## src/rtl/half_adder_pkg.sv

```systemverilog
// Shared constants for the registered half adder.
// Build option: HALF_ADDER_STATS_EN enables the carry-event counter.
package half_adder_pkg;

  localparam int unsigned HA_WIDTH_DEF = 1;
  localparam int unsigned HA_CNT_W_DEF = 16;

  // Largest value a counter of width w can hold; the counter stops here.
  function automatic logic [63:0] ha_cnt_max(input int unsigned w);
    return (64'd1 << w) - 64'd1;
  endfunction

endpackage

```

## src/rtl/half_adder_cell.sv

```systemverilog
// Single-lane combinational half adder (sum = a ^ b, carry = a & b).
module ha_cell (
  input  logic a_i,
  input  logic b_i,
  output logic s_o,
  output logic c_o
);

  // One lane, no state.
  always_comb begin
    s_o = a_i ^ b_i;
    c_o = a_i & b_i;
  end

endmodule

```

## src/rtl/half_adder.sv

```systemverilog
// Registered, lane-parallel half adder with valid qualifier.
// Build option: HALF_ADDER_STATS_EN adds a saturating counter of accepts
// with any carry set; otherwise carry_count is constant zero.
module half_adder
  import half_adder_pkg::*;
#(
  parameter int unsigned WIDTH = HA_WIDTH_DEF,
  parameter int unsigned CNT_W = HA_CNT_W_DEF
) (
  input  logic             clk,
  input  logic             rst,
  input  logic             in_valid,
  input  logic [WIDTH-1:0] a,
  input  logic [WIDTH-1:0] b,
  output logic [WIDTH-1:0] sum,
  output logic [WIDTH-1:0] carry,
  output logic             out_valid,
  output logic [CNT_W-1:0] carry_count
);

  logic [WIDTH-1:0] lane_s;
  logic [WIDTH-1:0] lane_c;
  logic [WIDTH-1:0] sum_q, sum_d;
  logic [WIDTH-1:0] carry_q, carry_d;
  logic             valid_q, valid_d;

  for (genvar i = 0; i < WIDTH; i++) begin : g_lane
    ha_cell u_cell (
      .a_i (a[i]),
      .b_i (b[i]),
      .s_o (lane_s[i]),
      .c_o (lane_c[i])
    );
  end

  // Next state: capture lane results on accept, otherwise hold.
  always_comb begin
    sum_d   = sum_q;
    carry_d = carry_q;
    valid_d = in_valid;
    if (in_valid) begin
      sum_d   = lane_s;
      carry_d = lane_c;
    end
  end

  // Output registers; reset wins over in_valid.
  always_ff @(posedge clk) begin
    if (rst) begin
      sum_q   <= '0;
      carry_q <= '0;
      valid_q <= 1'b0;
    end else begin
      sum_q   <= sum_d;
      carry_q <= carry_d;
      valid_q <= valid_d;
    end
  end

  assign sum       = sum_q;
  assign carry     = carry_q;
  assign out_valid = valid_q;

`ifdef HALF_ADDER_STATS_EN
  localparam logic [CNT_W-1:0] CNT_MAX = CNT_W'(ha_cnt_max(CNT_W));

  logic [CNT_W-1:0] cnt_q, cnt_d;

  // Count accepts with any carry lane set, holding at the maximum.
  always_comb begin
    cnt_d = cnt_q;
    if (in_valid && (|lane_c) && (cnt_q != CNT_MAX)) begin
      cnt_d = cnt_q + CNT_W'(1);
    end
  end

  // Counter register, updated on the same edge as sum/carry.
  always_ff @(posedge clk) begin
    if (rst) begin
      cnt_q <= '0;
    end else begin
      cnt_q <= cnt_d;
    end
  end

  assign carry_count = cnt_q;
`else
  assign carry_count = '0;
`endif

endmodule

```

## config.mk

```make
export PLATFORM = sky130hd
export DESIGN_NAME = half_adder
export DESIGN_NICKNAME = d
export VERILOG_FILES = /design/src/rtl/half_adder_pkg.sv /design/src/rtl/half_adder_cell.sv /design/src/rtl/half_adder.sv
export SDC_FILE = /design/constraint.sdc
export NUM_CORES = 1
export LEC_CHECK = 0
export CAP_MARGIN = 20
export CORE_AREA = 2 2 39 41
export CTS_CLUSTER_DIAMETER = 40
export DETAILED_ROUTE_END_ITERATION = 16
export DIE_AREA = 0 0 41 43
export DONT_BUFFER_PORTS = 1
export GPL_TIMING_DRIVEN = 0
export HOLD_SLACK_MARGIN = 0.05
export PLACE_DENSITY_LB_ADDON = 0.05
export SLEW_MARGIN = 25
export SYNTH_ARGS = -nofsm -noshare
export SYNTH_HDL_FRONTEND = slang
export SYNTH_SLANG_ARGS = --single-unit
```

## constraint.sdc

```tcl
create_clock -name clk -period 0.8 [get_ports clk]
set_clock_uncertainty 0.1 [all_clocks]
set_input_delay 0.12 -clock clk [delete_from_list [all_inputs] [get_ports clk]]
set_output_delay 0.12 -clock clk [all_outputs]
set_load 0.03 [all_outputs]
```

==> out/metrics.cfg <==
[status]
status=complete, but fails checks
violations=hold timing, setup timing

[clocking]
path_clk_slew_ns=0.04
clock_path_buffers=2
cts_root_buf=clkbuf_4
cts_tree=built
cts_made_buffers=3
cts_setup_buffers=0
ctsHoldBuffers=1
clkLatencyLatePin_ns=0.23
h-tree-depth=1
clkSinkCount=3

[worst_setup_path]
ff2ff_setup_slack_ns=0.03
worstPathMaxFanout=2
cp.required_ns=0.58
worstSetupEndpointType=output pin
critical_path_class=flop to output pin
cp.arrival_ns=0.63
crit_path_start_kind=flop

[worst_hold_path]
hp-class=primary input to flop

[layout]
drive_gt1_share_pct=47.8
instances_no_fill=62
synthToLayoutAreaGrowth_pct=53.8
insertedDiodeCount=0
fin_util_pct=25.6
final_nets=53

[global_routing]
grt_max_degree=4
grt_antenna_before_repair=0
gr-total-overflow=0
track_usage_pct=4.90
grt_pass1_wl_um=427
grt_pass1_vias=112

[timing]
max_freq_ghz=1.18
whs_ns=-0.0539
drv_slew=0
fin_ws_ns=-0.0481
finalSetupViolCount=3
period_needed_ns=0.848
tns_ns=-0.128
period_share_pct=106
hold_viol=3
rsz0062_at_grt=yes

[detailed_routing]
met1_length_um=86
met3_length_um=60
routedWlPerCell_um=6.48
vias=165
ant_nets=0
drcViolationCount=0
wl_met2_um=254
wl_um=402
viasPerCell=2.66
dr.pass1.iters=4
top_layer_used=met3
drtIter0Drc=4

[placed_design]
dp_cells=57
routabilityCongestion=0.432
portBuffers=0

[power_and_ir_drop]
irDropWorstVdd_mv=0.382
power.leakage_uw=0.000210
power.density_mw_per_mm2=1780

[yosys]
synth_area_leader_cell=buf_4
synth_seq_cells=3
ys_top_cells_by_area=buf_4 (52%), dfxtp_1 (26%), mux2i_1 (8.7%)
synth.cell_area_um2=230
synth_area_per_cell_um2=8.85
synth_top_area_share_pct=52.2
ys_types=7
synthCells=26
yosysWarningCount=0
synth-seq-area-share_pct=26.1

[job]
max_cap_viol_count=0

[floorplan]
coreArea_mm2=0.00138
die_w_um=41
num_rows=14
die_area_mm2=0.00176
initial_core_util_pct=16.6
io_pins=24
die_y_um=43

metal layers:
metal  vias to the layer above  track usage (%)
li1                         88                -
met1                        64             1.27
met2                        13             7.50
met3                         0             3.14
met4                         0             10.0
met5                         -                0
cell families after synthesis:
| logic type | synth area share (%) |
|---|---|
| fa+ha+maj | 5.43 |
| buf+inv | 52.2 |
| flops | 26.1 |
| mux | 8.70 |
| other cells | 1.63 |
| simple gates | 5.98 |
per-stage QoR:
stage,area (µm²),worst slack [ns],total power [µW]
2_1_floorplan,289,0.0382,355
3_3_place_gp,309,0.0147,358
3_5_place_dp,309,0.000383,359
4_1_cts,354,-0.0522,633
5_1_grt,354,-0.0666,661
6_report,354,-0.0481,632
placed cells by master, fill, tap and decap left out, drive strengths merged:
master       count
nor2             2
ha               1
dfxtp            3
dlygate4sd3      1
conb            16
buf             16
clkbuf           4
nor2b            1
mux2i            2
synth_stat cells:
library cell and n:
buf_4 16, conb_1 1, ha_1 1, mux2i_1 2, nor2_1 2, dfxtp_1 3
nor2b_1 1
final timing paths:
check,from,end,depth (start not counted)
min reg2reg,sum$_SDFFE_PP0P_,sum$_SDFFE_PP0P_,2
max,carry$_SDFFE_PP0P_,carry,0
min,in_valid,out_valid$_SDFF_PP0_,1
max reg2reg,carry$_SDFFE_PP0P_,carry$_SDFFE_PP0P_,2
state kept, by name (all words and copies together), names as in the netlist:
| name | cells |
|---|---|
| carry | 1 |
| out_valid | 1 |
| sum | 1 |
timing repair:
action | 4_1_cts | 5_1_grt
endpoints found under the hold margin | 3 | 3
resized for setup | 4 | 0
cloned | 0 | 0
endpoints found under the setup margin | 3 | 4
report_power, final:
| part | switching, µW | total, µW | internal, µW |
|---|---|---|---|
| clock network | 84.2 | 271 | 187 |
| logic | 117 | 183 | 65.8 |
| registers | 21.7 | 177 | 156 |
| total | 223 | 632 | 409 |
final cells by class:
type	instances	area (µm²)
clock buffer	4	26.3
sequential	3	71.3
timing repair buffer	1	10.0
tap	16	20.0
multi-input combinational	22	106
buffer	16	120
fill	160	1030
No activity file was read; power rests on OpenSTA's default activity.
